## src/rtl/bitblade_pkg.sv

```systemverilog
// bitblade_pkg: shared types, widths and helpers for the BitBlade slice scheduler.
package bitblade_pkg;

  localparam int unsigned SLICE_IDX_W    = 2;
  localparam int unsigned SHIFT_CODE_W   = 3;
  localparam int unsigned PE_SHIFT_OUT_W = 20;
  localparam int unsigned SEXT_MAX_W     = 64;

  typedef enum logic [1:0] {
    IDLE  = 2'd0,
    RUN   = 2'd1,
    DRAIN = 2'd2,
    DONE  = 2'd3
  } bb_state_e;

  // Sign-extends a PE shift-stage sum to the widest supported accumulator;
  // callers truncate the result to their own ACC_W with a width cast.
  function automatic logic [SEXT_MAX_W-1:0] sext_pe_sum(input logic [PE_SHIFT_OUT_W-1:0] v);
    return {{(SEXT_MAX_W-PE_SHIFT_OUT_W){v[PE_SHIFT_OUT_W-1]}}, v};
  endfunction

endpackage

```

## src/rtl/bitblade_valid_delay.sv

```systemverilog
// bitblade_valid_delay: DEPTH-stage delay line carrying {valid, shift code}.
// The code is forced to zero in any stage whose valid is low.
module bitblade_valid_delay #(
  parameter int unsigned DEPTH  = 2,
  parameter int unsigned CODE_W = 3
) (
  input  logic              clk,
  input  logic              reset,
  input  logic              valid_i,
  input  logic [CODE_W-1:0] code_i,
  output logic              valid_o,
  output logic [CODE_W-1:0] code_o
);

  logic [DEPTH-1:0]  vld_q;
  logic [CODE_W-1:0] code_q [DEPTH];

  // Shift the valid/code pair one stage per clock; reset empties the line.
  always_ff @(posedge clk) begin
    if (reset) begin
      vld_q <= '0;
      for (int unsigned i = 0; i < DEPTH; i++) code_q[i] <= '0;
    end else begin
      vld_q[0]  <= valid_i;
      code_q[0] <= valid_i ? code_i : '0;
      for (int unsigned i = 1; i < DEPTH; i++) begin
        vld_q[i]  <= vld_q[i-1];
        code_q[i] <= code_q[i-1];
      end
    end
  end

  assign valid_o = vld_q[DEPTH-1];
  assign code_o  = code_q[DEPTH-1];

endmodule

```

## src/rtl/bitblade_slice_scheduler.sv

```systemverilog
// bitblade_slice_scheduler: walks all (activation, weight) slice pairs of one
// MAC pass, issues them to the PE array, time-aligns the shift code with the
// returning PE sum and accumulates the shifted sums into a signed result.
// Optional macro BITBLADE_ACC_SAT_EN: saturating accumulation plus sat_flag.
module bitblade_slice_scheduler
  import bitblade_pkg::*;
#(
  parameter int unsigned PE_LAT = 2,
  parameter int unsigned ACC_W  = 24
) (
  input  logic                      clk,
  input  logic                      reset,
  input  logic                      start,
  input  logic [SLICE_IDX_W-1:0]    act_slices,
  input  logic [SLICE_IDX_W-1:0]    wgt_slices,
  output logic                      start_ready,
  output logic                      issue_valid,
  output logic [SLICE_IDX_W-1:0]    act_idx,
  output logic [SLICE_IDX_W-1:0]    wgt_idx,
  output logic [SHIFT_CODE_W-1:0]   shift_signal,
  input  logic [PE_SHIFT_OUT_W-1:0] shifted_sum_in,
  output logic [ACC_W-1:0]          result,
  output logic                      result_valid,
`ifdef BITBLADE_ACC_SAT_EN
  output logic                      sat_flag,
`endif
  input  logic                      result_ready,
  output logic                      busy
);

  localparam int unsigned CNT_W = 2*SLICE_IDX_W + 1;

  bb_state_e              state_q, state_d;
  logic [SLICE_IDX_W-1:0] a_max_q, a_max_d;
  logic [SLICE_IDX_W-1:0] w_max_q, w_max_d;
  logic [SLICE_IDX_W-1:0] act_q, act_d;
  logic [SLICE_IDX_W-1:0] wgt_q, wgt_d;
  logic [CNT_W-1:0]       rcnt_q, rcnt_d;
  logic [ACC_W-1:0]       acc_q, acc_d;
`ifdef BITBLADE_ACC_SAT_EN
  logic                   sat_q, sat_d;
  logic                   ovf;
`endif

  logic                    accept;
  logic                    last_issue;
  logic [CNT_W-1:0]        n_total;
  logic [SHIFT_CODE_W-1:0] issue_code;
  logic                    dly_valid;
  logic [SHIFT_CODE_W-1:0] dly_code;
  logic [ACC_W-1:0]        sum_ext;
  logic [ACC_W-1:0]        sum_wrap;

  assign accept     = start && (state_q == IDLE);
  assign last_issue = (act_q == a_max_q) && (wgt_q == w_max_q);
  assign n_total    = ({{(CNT_W-SLICE_IDX_W){1'b0}}, a_max_q} + CNT_W'(1)) *
                      ({{(CNT_W-SLICE_IDX_W){1'b0}}, w_max_q} + CNT_W'(1));
  assign issue_code = {1'b0, act_q} + {1'b0, wgt_q};

  // State, slice-count and index registers.
  always_ff @(posedge clk) begin
    if (reset) begin
      state_q <= IDLE;
      a_max_q <= '0;
      w_max_q <= '0;
      act_q   <= '0;
      wgt_q   <= '0;
    end else begin
      state_q <= state_d;
      a_max_q <= a_max_d;
      w_max_q <= w_max_d;
      act_q   <= act_d;
      wgt_q   <= wgt_d;
    end
  end

  // Next-state, index walk (act outer, wgt inner) and handshake outputs.
  always_comb begin
    state_d      = state_q;
    a_max_d      = a_max_q;
    w_max_d      = w_max_q;
    act_d        = act_q;
    wgt_d        = wgt_q;
    start_ready  = 1'b0;
    issue_valid  = 1'b0;
    busy         = 1'b0;
    result_valid = 1'b0;
    unique case (state_q)
      IDLE: begin
        start_ready = 1'b1;
        if (start) begin
          state_d = RUN;
          a_max_d = act_slices;
          w_max_d = wgt_slices;
          act_d   = '0;
          wgt_d   = '0;
        end
      end
      RUN: begin
        issue_valid = 1'b1;
        busy        = 1'b1;
        if (last_issue) begin
          state_d = DRAIN;
          act_d   = '0;
          wgt_d   = '0;
        end else if (wgt_q == w_max_q) begin
          wgt_d = '0;
          act_d = act_q + SLICE_IDX_W'(1);
        end else begin
          wgt_d = wgt_q + SLICE_IDX_W'(1);
        end
      end
      DRAIN: begin
        busy = 1'b1;
        // Leave once the final outstanding return is being accumulated.
        if (dly_valid && ((rcnt_q + CNT_W'(1)) == n_total)) state_d = DONE;
      end
      DONE: begin
        result_valid = 1'b1;
        if (result_ready) state_d = IDLE;
      end
      default: state_d = IDLE;
    endcase
  end

  assign act_idx = issue_valid ? act_q : '0;
  assign wgt_idx = issue_valid ? wgt_q : '0;

  bitblade_valid_delay #(
    .DEPTH  (PE_LAT),
    .CODE_W (SHIFT_CODE_W)
  ) u_valid_delay (
    .clk     (clk),
    .reset   (reset),
    .valid_i (issue_valid),
    .code_i  (issue_code),
    .valid_o (dly_valid),
    .code_o  (dly_code)
  );

  assign shift_signal = dly_code;

  assign sum_ext  = ACC_W'(sext_pe_sum(shifted_sum_in));
  assign sum_wrap = acc_q + sum_ext;
`ifdef BITBLADE_ACC_SAT_EN
  // Signed overflow: operands share a sign that the wrapped sum lost.
  assign ovf = (acc_q[ACC_W-1] == sum_ext[ACC_W-1]) && (sum_wrap[ACC_W-1] != acc_q[ACC_W-1]);
`endif

  // Accumulate aligned returns; accept starts a fresh pass from zero.
  always_comb begin
    acc_d  = acc_q;
    rcnt_d = rcnt_q;
`ifdef BITBLADE_ACC_SAT_EN
    sat_d  = sat_q;
`endif
    if (accept) begin
      acc_d  = '0;
      rcnt_d = '0;
`ifdef BITBLADE_ACC_SAT_EN
      sat_d  = 1'b0;
`endif
    end else if (dly_valid) begin
      rcnt_d = rcnt_q + CNT_W'(1);
      acc_d  = sum_wrap;
`ifdef BITBLADE_ACC_SAT_EN
      if (ovf) begin
        acc_d = acc_q[ACC_W-1] ? {1'b1, {(ACC_W-1){1'b0}}} : {1'b0, {(ACC_W-1){1'b1}}};
        sat_d = 1'b1;
      end
`endif
    end
  end

  // Accumulator, return counter and sticky clamp flag.
  always_ff @(posedge clk) begin
    if (reset) begin
      acc_q  <= '0;
      rcnt_q <= '0;
`ifdef BITBLADE_ACC_SAT_EN
      sat_q  <= 1'b0;
`endif
    end else begin
      acc_q  <= acc_d;
      rcnt_q <= rcnt_d;
`ifdef BITBLADE_ACC_SAT_EN
      sat_q  <= sat_d;
`endif
    end
  end

  assign result = acc_q;
`ifdef BITBLADE_ACC_SAT_EN
  assign sat_flag = sat_q;
`endif

endmodule
```

## config.mk

```make
export PLATFORM = sky130hd
export DESIGN_NAME = bitblade_slice_scheduler
export DESIGN_NICKNAME = d
export VERILOG_FILES = /design/src/rtl/bitblade_pkg.sv /design/src/rtl/bitblade_valid_delay.sv /design/src/rtl/bitblade_slice_scheduler.sv
export SDC_FILE = /design/constraint.sdc
export NUM_CORES = 1
export LEC_CHECK = 0
export CAP_MARGIN = 20
export CORE_MARGIN = 2
export CORE_UTILIZATION = 48
export DETAILED_ROUTE_END_ITERATION = 8
export GPL_TIMING_DRIVEN = 0
export PLACE_DENSITY = 0.77
export SYNTH_ARGS = -nofsm -noshare
export SYNTH_HDL_FRONTEND = slang
export SYNTH_SLANG_ARGS = --single-unit
```

## constraint.sdc

```tcl
create_clock -name clk -period 3.2 [get_ports clk]
set_input_delay 0.64 -clock clk [delete_from_list [all_inputs] [get_ports clk]]
set_output_delay 0.64 -clock clk [all_outputs]
set_load 0.01 [all_outputs]
```

After elaboration in Yosys (flattened, before gate mapping)
Memory sizes are Yosys's and may differ from the RTL's.
Index checks and enable logic that the tools add are counted.
{ "word_totals": {"reg_bits": 41, "latchBits": 0, "mem_bits_rw": 6, "romBits": 0, "inputBits": 28, "mem_count": 1} }
{ "memory_table": {"columns": ["memory", "depth", "word_bits", "rd", "rd_ports_with_merged_regs", "wr", "line_no", "rtl"], "rows": [
  ["u_valid_delay.code_q", 2, 3, 2, 0, 2, "bitblade_valid_delay.sv:16", "logic [CODE_W-1:0] code_q [DEPTH];"]
]} }
{ "classes": {"addsub": 7, "n_mul": 1, "div": 0, "n_lt_le_gt_ge": 0, "eq_ne": 11, "shifts": 0, "muxes": 24, "n_bitwise": 2, "reduce_logical": 11} }
{ "ops": {"columns": ["cell", "count"], "rows": [
  ["24-bit adder", 1],
  ["2-bit 2-to-1 mux", 11],
  ["3-bit 2-to-1 mux", 3],
  ["2-bit != test, second input constant", 4],
  ["2-bit one-hot mux with 2 select lines", 2],
  ["2-bit one-hot mux with 4 select lines", 1],
  ["1-bit 2-to-1 mux", 7],
  ["2-bit by 1-bit adder with 3-bit output, second input constant", 2],
  ["5-bit by 1-bit adder with 5-bit output, second input constant", 1],
  ["5-bit equality test", 1],
  ["3-bit by 3-bit multiplier with 5-bit output", 1],
  ["2-bit by 1-bit adder with 2-bit output, second input constant", 2],
  ["2-bit equality test", 2],
  ["2-bit equality test, second input constant", 2],
  ["2-bit AND reduction", 2],
  ["4-bit AND reduction", 1],
  ["2-bit OR reduction", 2],
  ["2-bit by 2-bit adder with 3-bit output", 1],
  ["1-bit logical AND", 3],
  ["3-bit != test, second input constant", 1],
  ["3-bit AND reduction", 1],
  ["2-bit by 1-bit equality test with 1-bit output, second input constant", 1],
  ["2-bit zero test", 1],
  ["1-bit bitwise OR", 2],
  ["2-bit nonzero test", 1]
]} }

Logic depth before layout (Yosys ltp)
Gate-level depths: netlist of the first run.
{ "depth": {"ltp_word": 6, "mapped_depth": 13, "depth_no_buf": 13} }

Cells and area by module
From an unflattened synthesis of the first run, not the netlist that was laid out.
{ "unflattened": {"hier_cells": 409, "area_unflattened_um2": 3452.1} }
{ "modules_own_cells": {"columns": ["module", "instances", "cells_per_inst", "area_per_inst_um2", "seq_area_each_um2"], "rows": [
  ["bitblade_slice_scheduler", 1, 390, 3195.6, 780.7],
  ["bitblade_valid_delay", 1, 19, 256.5, 160.2]
]} }

Least setup slack after synthesis of the first run
OpenSTA, ideal clock, no wires.
{ "synth_path": {"path_type": "reg2reg", "startpoint": "reg w_max_q[0]", "endpoint": "reg state_q[1]", "setup_ns": 0.128, "t_arrival_ns": 3.074, "required_time_ns": 3.072, "slack_ns": -0.002, "stages_incl_launch_ff": 14, "path_buffers": 0, "path_cell_list": "dfxtp_1 -> ha_1 -> and2_1 -> fa_1 -> ha_1 -> inv_1 -> fa_1 -> xor2_1 -> xnor2_1 -> nand4_1 -> o31a_1 -> nor3_2 -> mux2i_1 -> nor2_1"} }
{ "synth_via": {"elab_chain_cells": 6, "word_cells_on_any_way": 9, "classes_between": "add/sub (1); mul (1); eq/ne (4); reduce/logical (3)"} }
{ "synth_rtl": {"columns": ["item", "line_no", "rtl"], "rows": [
  ["start: declaration", "bitblade_slice_scheduler.sv:35", "logic [SLICE_IDX_W-1:0] w_max_q, w_max_d;"],
  ["start signal: assignment", "bitblade_slice_scheduler.sv:71", "w_max_q <= w_max_d;"],
  ["2-bit by 1-bit adder with 3-bit output", "bitblade_slice_scheduler.sv:57", "({{(CNT_W-SLICE_IDX_W){1'b0}}, w_max_q} + CNT_W'(1));"],
  ["3-bit by 3-bit multiplier with 5-bit output", "bitblade_slice_scheduler.sv:56", "assign n_total = ({{(CNT_W-SLICE_IDX_W){1'b0}}, a_max_q} + CNT_W'(1)) *"],
  ["5-bit equality test", "bitblade_slice_scheduler.sv:116", "if (dly_valid && ((rcnt_q + CNT_W'(1)) == n_total)) state_d = DONE;"],
  ["1-bit logical AND", "bitblade_slice_scheduler.sv:116", null],
  ["2-bit != test (no line)", null, null],
  ["4-bit AND reduction (no line) (*)", null, null],
  ["end signal: assignment", "bitblade_slice_scheduler.sv:69", "state_q <= state_d;"],
  ["end: declaration", "bitblade_slice_scheduler.sv:33", "bb_state_e state_q, state_d;"]
]} }
Every way passes the cells marked *; elsewhere a longest branch is shown, timed or not.
A chain may end at the register's enable or synchronous reset.

Worst setup path after layout of the first run
Same ends and word-level chain as after synthesis.

==> impl_metrics.env, run 1 <==
export IMPL_avgRoutedWirePerCell_um=14.3
export IMPL_overflow=0
export IMPL_fin_cells=581
export IMPL_setup_tns_final_ns=-0.0149
export IMPL_critPathSlowestCell="fa_1"
export IMPL_cp_data_required_time_ns=3.38
export IMPL_whs_path_depth=1
export IMPL_hold_class="reg2reg"
export IMPL_grt_max_degree=15
export IMPL_ys_seq_area_share_pct=26.6
export IMPL_dp_slack_ns=-0.270
export IMPL_hold_ws_ns=0.435
export IMPL_numCtsBuffers=5
export IMPL_ys_ff_latch=47
export IMPL_ys_async_sr_fraction_pct=0
export IMPL_power_total_mw=1.93
export IMPL_path_common_cell="fa_1"
export IMPL_cts_buffer_depth=2
export IMPL_critPathLaunchType="flop"
export IMPL_drcViolationCount=0
export IMPL_fp_dieArea_um2=8070
export IMPL_period_share_pct=100
export IMPL_synth_ff_type="dfxtp_1"
export IMPL_cts_root_buf="clkbuf_8"
export IMPL_layout_min_cycle_time_ns=3.21
export IMPL_place_inst=571
export IMPL_routed_via_count=3190
export IMPL_grt_pass1_vias=3156
export IMPL_path_cells="ha_4 -> and2_4 -> fa_1 -> ha_2 -> inv_2 -> fa_1 -> xor2_1 -> xnor2_1 -> nand4_1 -> o31a_1 -> nor3_2 -> mux2i_1 -> nor2_1"
export IMPL_grt_pass1_wl_mm=14.3
export IMPL_clk_pin_slew_ns=0.09
export IMPL_placed_cell_area_um2=4280
export IMPL_drt_iter0_markers=125
export IMPL_ys_warnings_count=0
export IMPL_ant_nets=0
export IMPL_vdd_ir_drop_max_v=0.000448
export IMPL_dp_hpwl_mm=6.28
export IMPL_clock_fmax_ghz=0.311
export IMPL_clk_latency_ns=0.31
export IMPL_cts_sinks=47
export IMPL_die_h_um=89.9
export IMPL_antenna_cells=0
export IMPL_drt_first_pass_iters=4
export IMPL_finClkSkew_ns=0.0129
export IMPL_detail_route_wirelength_mm=8.29
export IMPL_worst_slew_pin_slew_ns=0.707
export IMPL_die_w_um=89.9
export IMPL_syn_num_nets=476
export IMPL_grt_antenna_before_repair=0
export IMPL_fin_nets=547
export IMPL_cts_max_level=2
export IMPL_slew_headroom_pct=52.9
export IMPL_status="complete, but fails checks"
export IMPL_ys_types=65
export IMPL_gp_congestion=0.905
export IMPL_drv_cap=0
export IMPL_via_per_inst=5.49
export IMPL_synth_edf_count=0
export IMPL_path_class="reg2reg"
export IMPL_rsz0062_at_grt="true"
export IMPL_fp_row_count=31
export IMPL_power_leakage_nw=1.79
export IMPL_track_usage_pct=21.0
export IMPL_cpPeakStageDelay_ns=0.50
export IMPL_io_buffers=62
export IMPL_finalWorstSetupSlack_ns=-0.0149
export IMPL_violations="negative setup slack"
export IMPL_power_density_nw_per_um2=433
export IMPL_avgSynthCellArea_um2=8.63
export IMPL_areaGrowthSynthToFinish_pct=26.0
export IMPL_postLayoutCoreUtil_pct=61.8
export IMPL_slew_violations=0
export IMPL_fin_area_um2=4460
export IMPL_final_layout_size_suffix_gt1_share_pct=9.34
export IMPL_ios=63
export IMPL_r2r_cells=13
export IMPL_synthCells=410
export IMPL_critPathMaxFanout=3
export IMPL_synth_cell_area_um2=3540
export IMPL_critical_path_endpoint_type="flop"
export IMPL_finalHoldViolCount=0
export IMPL_setup_viol=1
export IMPL_cts_tree="built"
export IMPL_core_area_um2=7210
export IMPL_arrival_ns=3.40
export IMPL_start_util_pct=49.0
-- what timing repair did --
item | in CTS | in global routing
setup endpoints to repair | 2 | 2
resized for setup | 8 | 3
pin swaps | 5 | 2
endpoints found under the hold margin | 0 | 0
hold buffers | 0 | 0
setup buffers | 2 | 0
-- cell type report --
class / count / area (um^2)
Fill cell: 646 / 2760
Tap cell: 99 / 124
Clock inverter: 2 / 35.0
Buffer: 20 / 123
Timing Repair Buffer: 64 / 636
Inverter: 16 / 60.1
Multi-Input combinational cell: 327 / 2440
Sequential cell: 47 / 953
Clock buffer: 6 / 82.6
-- cells by family after synthesis --
kind of cell / share of synthesized area [%]
DFF: 26.6
AOI/OAI and AO/OA: 21.6
buffers and inverters: 5.16
muxes: 3.78
adders and majority gates: 14.3
and+or+nand+nor: 19.9
xor gates and xnor gates: 8.66
-- placed cells by master (no fill, tap or decap), types with 9 or more instances in the layout --
cell | synthesis | layout
ha_1 | 34 | 31
inv_1 | 16 | 15
xnor2_1 | 21 | 21
a21oi_1 | 30 | 30
mux2i_1 | 10 | 10
clkdlybuf4s50_1 | 0 | 62
nand3_1 | 13 | 13
a21o_1 | 10 | 10
nor2_1 | 27 | 27
and2_1 | 12 | 11
xor2_1 | 14 | 14
clkbuf_1 | 9 | 9
nor2b_1 | 11 | 11
nand2_1 | 31 | 31
dfxtp_1 | 47 | 43
o21ai_0 | 21 | 21
-- synth_stat cells, types with 2 or more instances --
| cell | instances | area [um^2] |
|---|---|---|
| a211o_1 | 2 | 17.5 |
| a211oi_1 | 7 | 52.6 |
| a211oi_2 | 2 | 25.0 |
| a21o_1 | 10 | 75.1 |
| a21oi_1 | 30 | 150 |
| a31oi_1 | 2 | 12.5 |
| and2_1 | 12 | 75.1 |
| and3_1 | 6 | 37.5 |
| and4_1 | 2 | 17.5 |
| buf_4 | 3 | 22.5 |
| buf_6 | 3 | 33.8 |
| clkbuf_1 | 9 | 33.8 |
| clkbuf_2 | 2 | 10.0 |
| dfxtp_1 | 47 | 941 |
| fa_1 | 4 | 80.1 |
| ha_1 | 34 | 425 |
| inv_1 | 16 | 60.1 |
| mux2_2 | 2 | 22.5 |
| mux2i_1 | 10 | 100 |
| nand2_1 | 31 | 116 |
| nand2b_1 | 4 | 25.0 |
| nand3_1 | 13 | 65.1 |
| nand3b_1 | 7 | 52.6 |
| nand4_1 | 7 | 43.8 |
| nor2_1 | 27 | 101 |
| nor2b_1 | 11 | 68.8 |
| nor3_1 | 3 | 15.0 |
| o211ai_1 | 3 | 22.5 |
| o21a_1 | 5 | 37.5 |
| o21ai_0 | 21 | 105 |
| o21ai_1 | 5 | 25.0 |
| o21bai_1 | 3 | 22.5 |
| o31ai_1 | 2 | 15.0 |
| xnor2_1 | 21 | 184 |
| xor2_1 | 14 | 123 |
-- state kept, by name (all words and copies together), names as in the netlist --
name and flops:
a_max_q 2, w_max_q 2, rcnt_q 5, u_valid_delay.vld_q 2, act_q 2, wgt_q 2, state_q 2, u_valid_delay.code_q 6
result 24
-- routing by layer --
layer / track usage (%) / vias to the layer above / wire (um)
li1: - / 1609 / -
met1: 26.2 / 1513 / 3830
met2: 36.8 / 58 / 4080
met3: 3.60 / 10 / 270
met4: 7.31 / 0 / 115
met5: 0 / - / 0
-- worst paths after layout --
| path | end | slack [ns] | startpoint |
|---|---|---|---|
| setup / recovery | state_q[1]$_SDFFE_PP0P_ | -0.01 | w_max_q[0]$_SDFFE_PP0P_ |
| hold / removal | u_valid_delay.code_q[0][5]$_SDFF_PP0_ | 0.43 | u_valid_delay.code_q[0][2]$_SDFF_PP0_ |
| setup reg to reg | state_q[1]$_SDFFE_PP0P_ | -0.01 | w_max_q[0]$_SDFFE_PP0P_ |
| hold reg to reg | u_valid_delay.code_q[0][5]$_SDFF_PP0_ | 0.43 | u_valid_delay.code_q[0][2]$_SDFF_PP0_ |
-- power breakdown --
| group | internal (mW) | switching [mW] | leakage (nW) | total (mW) |
|---|---|---|---|---|
| sequential | 0.637 | 0.0501 | 0.383 | 0.687 |
| combinational | 0.358 | 0.417 | 1.34 | 0.775 |
| clock | 0.253 | 0.215 | 0.0612 | 0.468 |
-- worst max-delay path: cells and delay by family, from the launching register on --
family / cells / cell delay [ns]
buffers and inverters: 1 / 0.05
and+or+nand+nor: 4 / 0.48
muxes: 1 / 0.20
xor gates and xnor gates: 2 / 0.31
adders and majority gates: 4 / 1.43
AOI/OAI and AO/OA: 1 / 0.27
DFF: 1 / 0.36
No activity file was read; power rests on OpenSTA's default activity.
==> inputs of run 2 (changes only) <==
--- a/config.mk
+++ b/config.mk
@@ -10,7 +10,7 @@
 export CORE_UTILIZATION = 48
 export DETAILED_ROUTE_END_ITERATION = 8
 export GPL_TIMING_DRIVEN = 0
-export PLACE_DENSITY = 0.77
+export PLACE_DENSITY = 0.89
 export SYNTH_ARGS = -nofsm -noshare
 export SYNTH_HDL_FRONTEND = slang
 export SYNTH_SLANG_ARGS = --single-unit
==> impl_metrics.env, run 2 (synthesized netlist as in run 1, its figures left out) <==
export IMPL_status="complete, but fails checks"
export IMPL_violations="negative setup slack"
export IMPL_layout_min_cycle_time_ns=3.28
export IMPL_clk_pin_slew_ns=0.09
export IMPL_dp_hpwl_mm=6.50
export IMPL_areaGrowthSynthToFinish_pct=27.7
export IMPL_start_util_pct=49.0
export IMPL_path_class="reg2reg"
export IMPL_finClkSkew_ns=0.00905
export IMPL_r2r_cells=13
export IMPL_rsz0062_at_grt="true"
export IMPL_slew_headroom_pct=53.7
export IMPL_intPower_mw=1.33
export IMPL_place_inst=571
export IMPL_via_per_inst=5.70
export IMPL_r2r_end="state_q[1]$_SDFFE_PP0P_"
export IMPL_pwr_share_comb_pct=40.4
export IMPL_grt_pass1_wl_mm=15.7
export IMPL_grt_pass1_vias=3427
export IMPL_cts_max_level=2
export IMPL_fp_row_count=31
export IMPL_dp_slack_ns=-0.262
export IMPL_track_usage_pct=23.3
export IMPL_postLayoutCoreUtil_pct=62.6
export IMPL_nFillCells=594
export IMPL_hold_class="reg2reg"
export IMPL_routed_via_count=3338
export IMPL_ant_nets=0
export IMPL_pwr_share_clk_pct=25.7
export IMPL_finalHoldViolCount=0
export IMPL_numCtsBuffers=5
export IMPL_worst_slew_pin_slew_ns=0.695
export IMPL_r2r_start="a_max_q[1]$_SDFFE_PP0P_"
export IMPL_grt_max_degree=16
export IMPL_drt_iter0_markers=161
export IMPL_finalWorstSetupSlack_ns=-0.0823
export IMPL_clk_latency_ns=0.30
export IMPL_power_density_nw_per_um2=452
export IMPL_arrival_ns=3.46
export IMPL_antenna_cells=0
export IMPL_critical_path_endpoint_type="flop"
export IMPL_clock_fmax_ghz=0.305
export IMPL_fin_nets=552
export IMPL_drcViolationCount=0
export IMPL_vdd_ir_drop_max_v=0.000480
export IMPL_drt_first_pass_iters=4
export IMPL_hold_end="u_valid_delay.code_q[0][5]$_SDFF_PP0_"
export IMPL_sw_frac_of_total_pct=34.8
export IMPL_cts_sinks=47
export IMPL_final_layout_size_suffix_gt1_share_pct=10.3
export IMPL_power_leakage_nw=1.82
export IMPL_slew_violations=0
export IMPL_final_common_cell="clkdlybuf4s50_1"
export IMPL_setup_viol=1
export IMPL_critPathMaxFanout=2
export IMPL_drv_cap=0
export IMPL_cts_tree="built"
export IMPL_cp_data_required_time_ns=3.38
export IMPL_hold_start="u_valid_delay.code_q[0][2]$_SDFF_PP0_"
export IMPL_largest_reg_flops=24
export IMPL_overflow=0
export IMPL_fin_cells=586
export IMPL_p_seq_share_pct=33.8
export IMPL_cts_root_buf="clkbuf_8"
export IMPL_whs_path_depth=1
export IMPL_power_switching_mw=0.710
export IMPL_period_share_pct=103
export IMPL_ios=63
export IMPL_rrSetupSlack_ns=-0.08
export IMPL_layout_common_cells="62 x clkdlybuf4s50_1, 43 x dfxtp_1, 31 x nand2_1, 31 x ha_1, 30 x a21oi_1"
export IMPL_grt_antenna_before_repair=0
export IMPL_die_h_um=89.9
export IMPL_io_buffers=62
export IMPL_gp_congestion=0.910
export IMPL_detail_route_wirelength_mm=9.28
export IMPL_critPathLaunchType="flop"
export IMPL_avgRoutedWirePerCell_um=15.8
export IMPL_die_w_um=89.9
export IMPL_fp_dieArea_um2=8070
export IMPL_cts_buffer_depth=2
export IMPL_core_area_um2=7210
## run 2: power by group through the flow
stage          sequential [mW]  clock, mW  combinational [mW]
3_5_place_dp             0.699          0               0.753
5_1_grt                  0.696      0.553               0.905
2_1_floorplan            0.693          0               0.506
4_1_cts                  0.686      0.532               0.807
3_3_place_gp             0.695          0               0.724
6_report                 0.690      0.525               0.825
## run 2: worst max path at each step
stage	from	endpoint	slack [ns]	cells past startpoint
after CTS	a_max_q[1]$_SDFFE_PP0P_	state_q[1]$_SDFFE_PP0P_	-0.02	13
after floorplan	a_max_q[0]$_SDFFE_PP0P_	state_q[1]$_SDFFE_PP0P_	0.02	13
final	a_max_q[1]$_SDFFE_PP0P_	state_q[1]$_SDFFE_PP0P_	-0.08	13
after global routing	a_max_q[1]$_SDFFE_PP0P_	state_q[1]$_SDFFE_PP0P_	-0.22	13
after detailed placement	a_max_q[0]$_SDFFE_PP0P_	state_q[1]$_SDFFE_PP0P_	-0.26	13
after global placement	a_max_q[0]$_SDFFE_PP0P_	state_q[1]$_SDFFE_PP0P_	-0.15	13
## run 2: metrics by stage
step / hold WS (ns) / area (um^2) / TNS [ns] / power, mW
after floorplan: 0.414 / 3540 / 0 / 1.20
after global placement: 0.419 / 4280 / -0.218 / 1.42
after detailed placement: 0.429 / 4280 / -0.481 / 1.45
after CTS: 0.454 / 4510 / -0.0151 / 2.03
after global routing: 0.469 / 4520 / -0.328 / 2.15
final: 0.458 / 4520 / -0.0823 / 2.04
## run 2: routing by layer
layer | up-vias | GRT usage, % | routed length [um]
met4 | 0 | 11.4 | 387
met3 | 40 | 4.27 | 544
met5 | - | 0 | 0
met1 | 1541 | 27.0 | 3820
met2 | 142 | 41.2 | 4540
li1 | 1615 | - | -
## run 2: final cells by class
| class | instances | area [um^2] | area share [%] |
|---|---|---|---|
| Clock buffer | 5 | 68.8 | 1.52 |
| Clock inverter | 3 | 67.6 | 1.50 |
| Buffer | 20 | 123 | 2.71 |
| Inverter | 16 | 60.1 | 1.33 |
| Sequential cell | 47 | 956 | 21.2 |
| Tap cell | 99 | 124 | 2.74 |
| Timing Repair Buffer | 69 | 673 | 14.9 |
| Multi-Input combinational cell | 327 | 2440 | 54.1 |
## run 2: timing repair
action / in CTS / in global routing
pin swaps: 10 / 2
hold buffers: 0 / 0
resized for setup: 12 / 0
buffers inserted: 6 / 1
setup endpoints to repair: 2 / 2
## run 2: worst max-delay path, cell delays in order, from the launching register on
cell     delay (ns)
dfxtp_4        0.37
ha_4           0.23
and2_4         0.15
fa_1           0.48
ha_2           0.17
inv_2          0.04
fa_1           0.52
xor2_1         0.20
xnor2_1        0.15
nand4_1        0.12
o31a_1         0.27
nor3_2         0.18
mux2i_1        0.21
nor2_1         0.05
==> inputs of run 3 (changes only) <==
--- a/config.mk
+++ b/config.mk
@@ -7,10 +7,12 @@
 export LEC_CHECK = 0
 export CAP_MARGIN = 20
 export CORE_MARGIN = 2
-export CORE_UTILIZATION = 48
+export CORE_UTILIZATION = 45
+export CTS_CLUSTER_DIAMETER = 120
 export DETAILED_ROUTE_END_ITERATION = 8
 export GPL_TIMING_DRIVEN = 0
-export PLACE_DENSITY = 0.89
+export PLACE_DENSITY = 0.85
+export SLEW_MARGIN = 20
 export SYNTH_ARGS = -nofsm -noshare
 export SYNTH_HDL_FRONTEND = slang
 export SYNTH_SLANG_ARGS = --single-unit
==> impl_metrics.env, run 3 (synthesized netlist as in run 1, its figures left out) <==
export IMPL_antenna_cells=0
export IMPL_final_layout_size_suffix_gt1_share_pct=10.3
export IMPL_sw_frac_of_total_pct=34.6
export IMPL_finalHoldViolCount=0
export IMPL_cts_sinks=47
export IMPL_clk_latency_ns=0.30
export IMPL_power_switching_mw=0.705
export IMPL_finalWorstSetupSlack_ns=-0.0285
export IMPL_die_w_um=92.7
export IMPL_detail_route_wirelength_mm=8.56
export IMPL_top_layer="met4"
export IMPL_grt_pass1_vias=3143
export IMPL_cts_root_buf="clkbuf_8"
export IMPL_via_per_inst=5.47
export IMPL_hold_class="reg2reg"
export IMPL_pwr_share_comb_pct=40.8
export IMPL_slew_headroom_pct=56.5
export IMPL_io_buffers=62
export IMPL_ios=63
export IMPL_ant_nets=0
export IMPL_cts_max_level=2
export IMPL_gp_congestion=0.930
export IMPL_routed_via_count=3217
export IMPL_track_usage_pct=20.4
export IMPL_wl_met1_mm=3.69
export IMPL_fp_dieArea_um2=8590
export IMPL_fp_row_count=32
export IMPL_fin_nets=551
export IMPL_cp_data_required_time_ns=3.38
export IMPL_critPathLaunchType="flop"
export IMPL_clock_fmax_ghz=0.310
export IMPL_violations="negative setup slack"
export IMPL_cts_buffer_depth=2
export IMPL_postLayoutCoreUtil_pct=58.8
export IMPL_drcViolationCount=0
export IMPL_finClkSkew_ns=0.00428
export IMPL_drv_cap=0
export IMPL_numCtsBuffers=5
export IMPL_power_leakage_nw=1.81
export IMPL_largest_reg_flops=24
export IMPL_status="complete, but fails checks"
export IMPL_holdBufCountCts=0
export IMPL_clk_pin_slew_ns=0.09
export IMPL_power_density_nw_per_um2=451
export IMPL_drt_first_pass_iters=4
export IMPL_power_total_mw=2.04
export IMPL_path_class="reg2reg"
export IMPL_p_seq_share_pct=33.6
export IMPL_core_area_um2=7690
export IMPL_met3_wirelength_um=467
export IMPL_setup_viol=2
export IMPL_rsz0062_at_grt="true"
export IMPL_hold_ws_ns=0.445
export IMPL_period_share_pct=101
export IMPL_final_common_cell="clkdlybuf4s50_1"
export IMPL_start_util_pct=46.0
export IMPL_critPathMaxFanout=2
export IMPL_areaGrowthSynthToFinish_pct=27.7
export IMPL_drt_iter0_markers=122
export IMPL_pwr_share_clk_pct=25.6
export IMPL_overflow=0
export IMPL_die_h_um=92.7
export IMPL_cts_tree="built"
export IMPL_layout_common_cells="62 x clkdlybuf4s50_1, 43 x dfxtp_1, 31 x nand2_1, 31 x ha_1, 30 x a21oi_1"
export IMPL_layout_min_cycle_time_ns=3.23
export IMPL_wl_met2_mm=4.31
export IMPL_dp_hpwl_mm=6.27
export IMPL_intPower_mw=1.33
export IMPL_grt_max_degree=15
export IMPL_avgRoutedWirePerCell_um=14.6
export IMPL_vdd_ir_drop_max_v=0.000415
export IMPL_grt_pass1_wl_mm=14.4
export IMPL_slew_violations=0
export IMPL_worst_slew_pin_slew_ns=0.652
export IMPL_grt_antenna_before_repair=0
export IMPL_arrival_ns=3.41
export IMPL_critical_path_endpoint_type="flop"
run 3: changes by cell type in the layout (fill, tap and decap cells not counted):
cell	previous run	this run
clkbuf_1	9	10
buf_4	10	9
nor2_2	0	1
nor3_1	3	2
nor2_1	27	26
nor3_2	1	2
clkinvlp_4	1	0
run 3: area by class of cell:
class,count,area (um^2)
Clock inverter,2,60.1
Timing Repair Buffer,68,666
Fill cell,658,3170
Tap cell,102,128
Multi-Input combinational cell,327,2450
Clock buffer,6,72.6
Sequential cell,47,956
Inverter,16,60.1
Buffer,20,123
run 3: final timing paths:
| path | from | to | slack (ns) | depth (start not counted) |
|---|---|---|---|---|
| worst max-delay path | a_max_q[1]$_SDFFE_PP0P_ | state_q[1]$_SDFFE_PP0P_ | -0.03 | 13 |
| worst min-delay path | u_valid_delay.code_q[0][1]$_SDFF_PP0_ | u_valid_delay.code_q[0][4]$_SDFF_PP0_ | 0.44 | 1 |
| worst max register to register | a_max_q[1]$_SDFFE_PP0P_ | state_q[1]$_SDFFE_PP0P_ | -0.03 | 13 |
| worst min register to register | u_valid_delay.code_q[0][1]$_SDFF_PP0_ | u_valid_delay.code_q[0][4]$_SDFF_PP0_ | 0.44 | 1 |
run 3: per-layer routing:
layer / up-vias / track usage [%]
met5: - / 0
met3: 11 / 4.15
met4: 0 / 5.15
li1: 1616 / -
met1: 1498 / 25.0
met2: 92 / 36.4
run 3: critical path: stages (launching register included):
cell and delay, ns:
dfxtp_4 0.36, ha_4 0.23, and2_4 0.15, fa_1 0.49
ha_2 0.17, inv_2 0.04, fa_1 0.52, xor2_1 0.19
xnor2_1 0.14, nand4_1 0.12, o31a_1 0.27, nor3_2 0.18
mux2i_1 0.21, nor2_1 0.05
run 3: per-stage QoR:
| stage | cell area, um^2 | instances | setup slack, ns | setup TNS (ns) |
|---|---|---|---|---|
| 2_1_floorplan | 3540 | 410 | 0.0177 | 0 |
| 3_3_place_gp | 4290 | 574 | -0.156 | -0.224 |
| 3_5_place_dp | 4290 | 574 | -0.261 | -0.516 |
| 4_1_cts | 4500 | 587 | -0.0198 | -0.0198 |
| 5_1_grt | 4520 | 588 | -0.214 | -0.393 |
| 6_report | 4520 | 588 | -0.0285 | -0.0320 |
run 3: power by group through the flow:
stage / combinational [mW] / clock [mW] / sequential (mW)
final: 0.831 / 0.522 / 0.684
after global placement: 0.725 / 0 / 0.695
after floorplan: 0.506 / 0 / 0.693
after CTS: 0.794 / 0.532 / 0.683
after detailed placement: 0.749 / 0 / 0.697
after global routing: 0.916 / 0.555 / 0.693
run 3: what timing repair did:
action                                  CTS  global route
pin swaps                                10             1
setup buffers                             5             1
endpoints found under the setup margin    2             2
resized for setup                        12             2
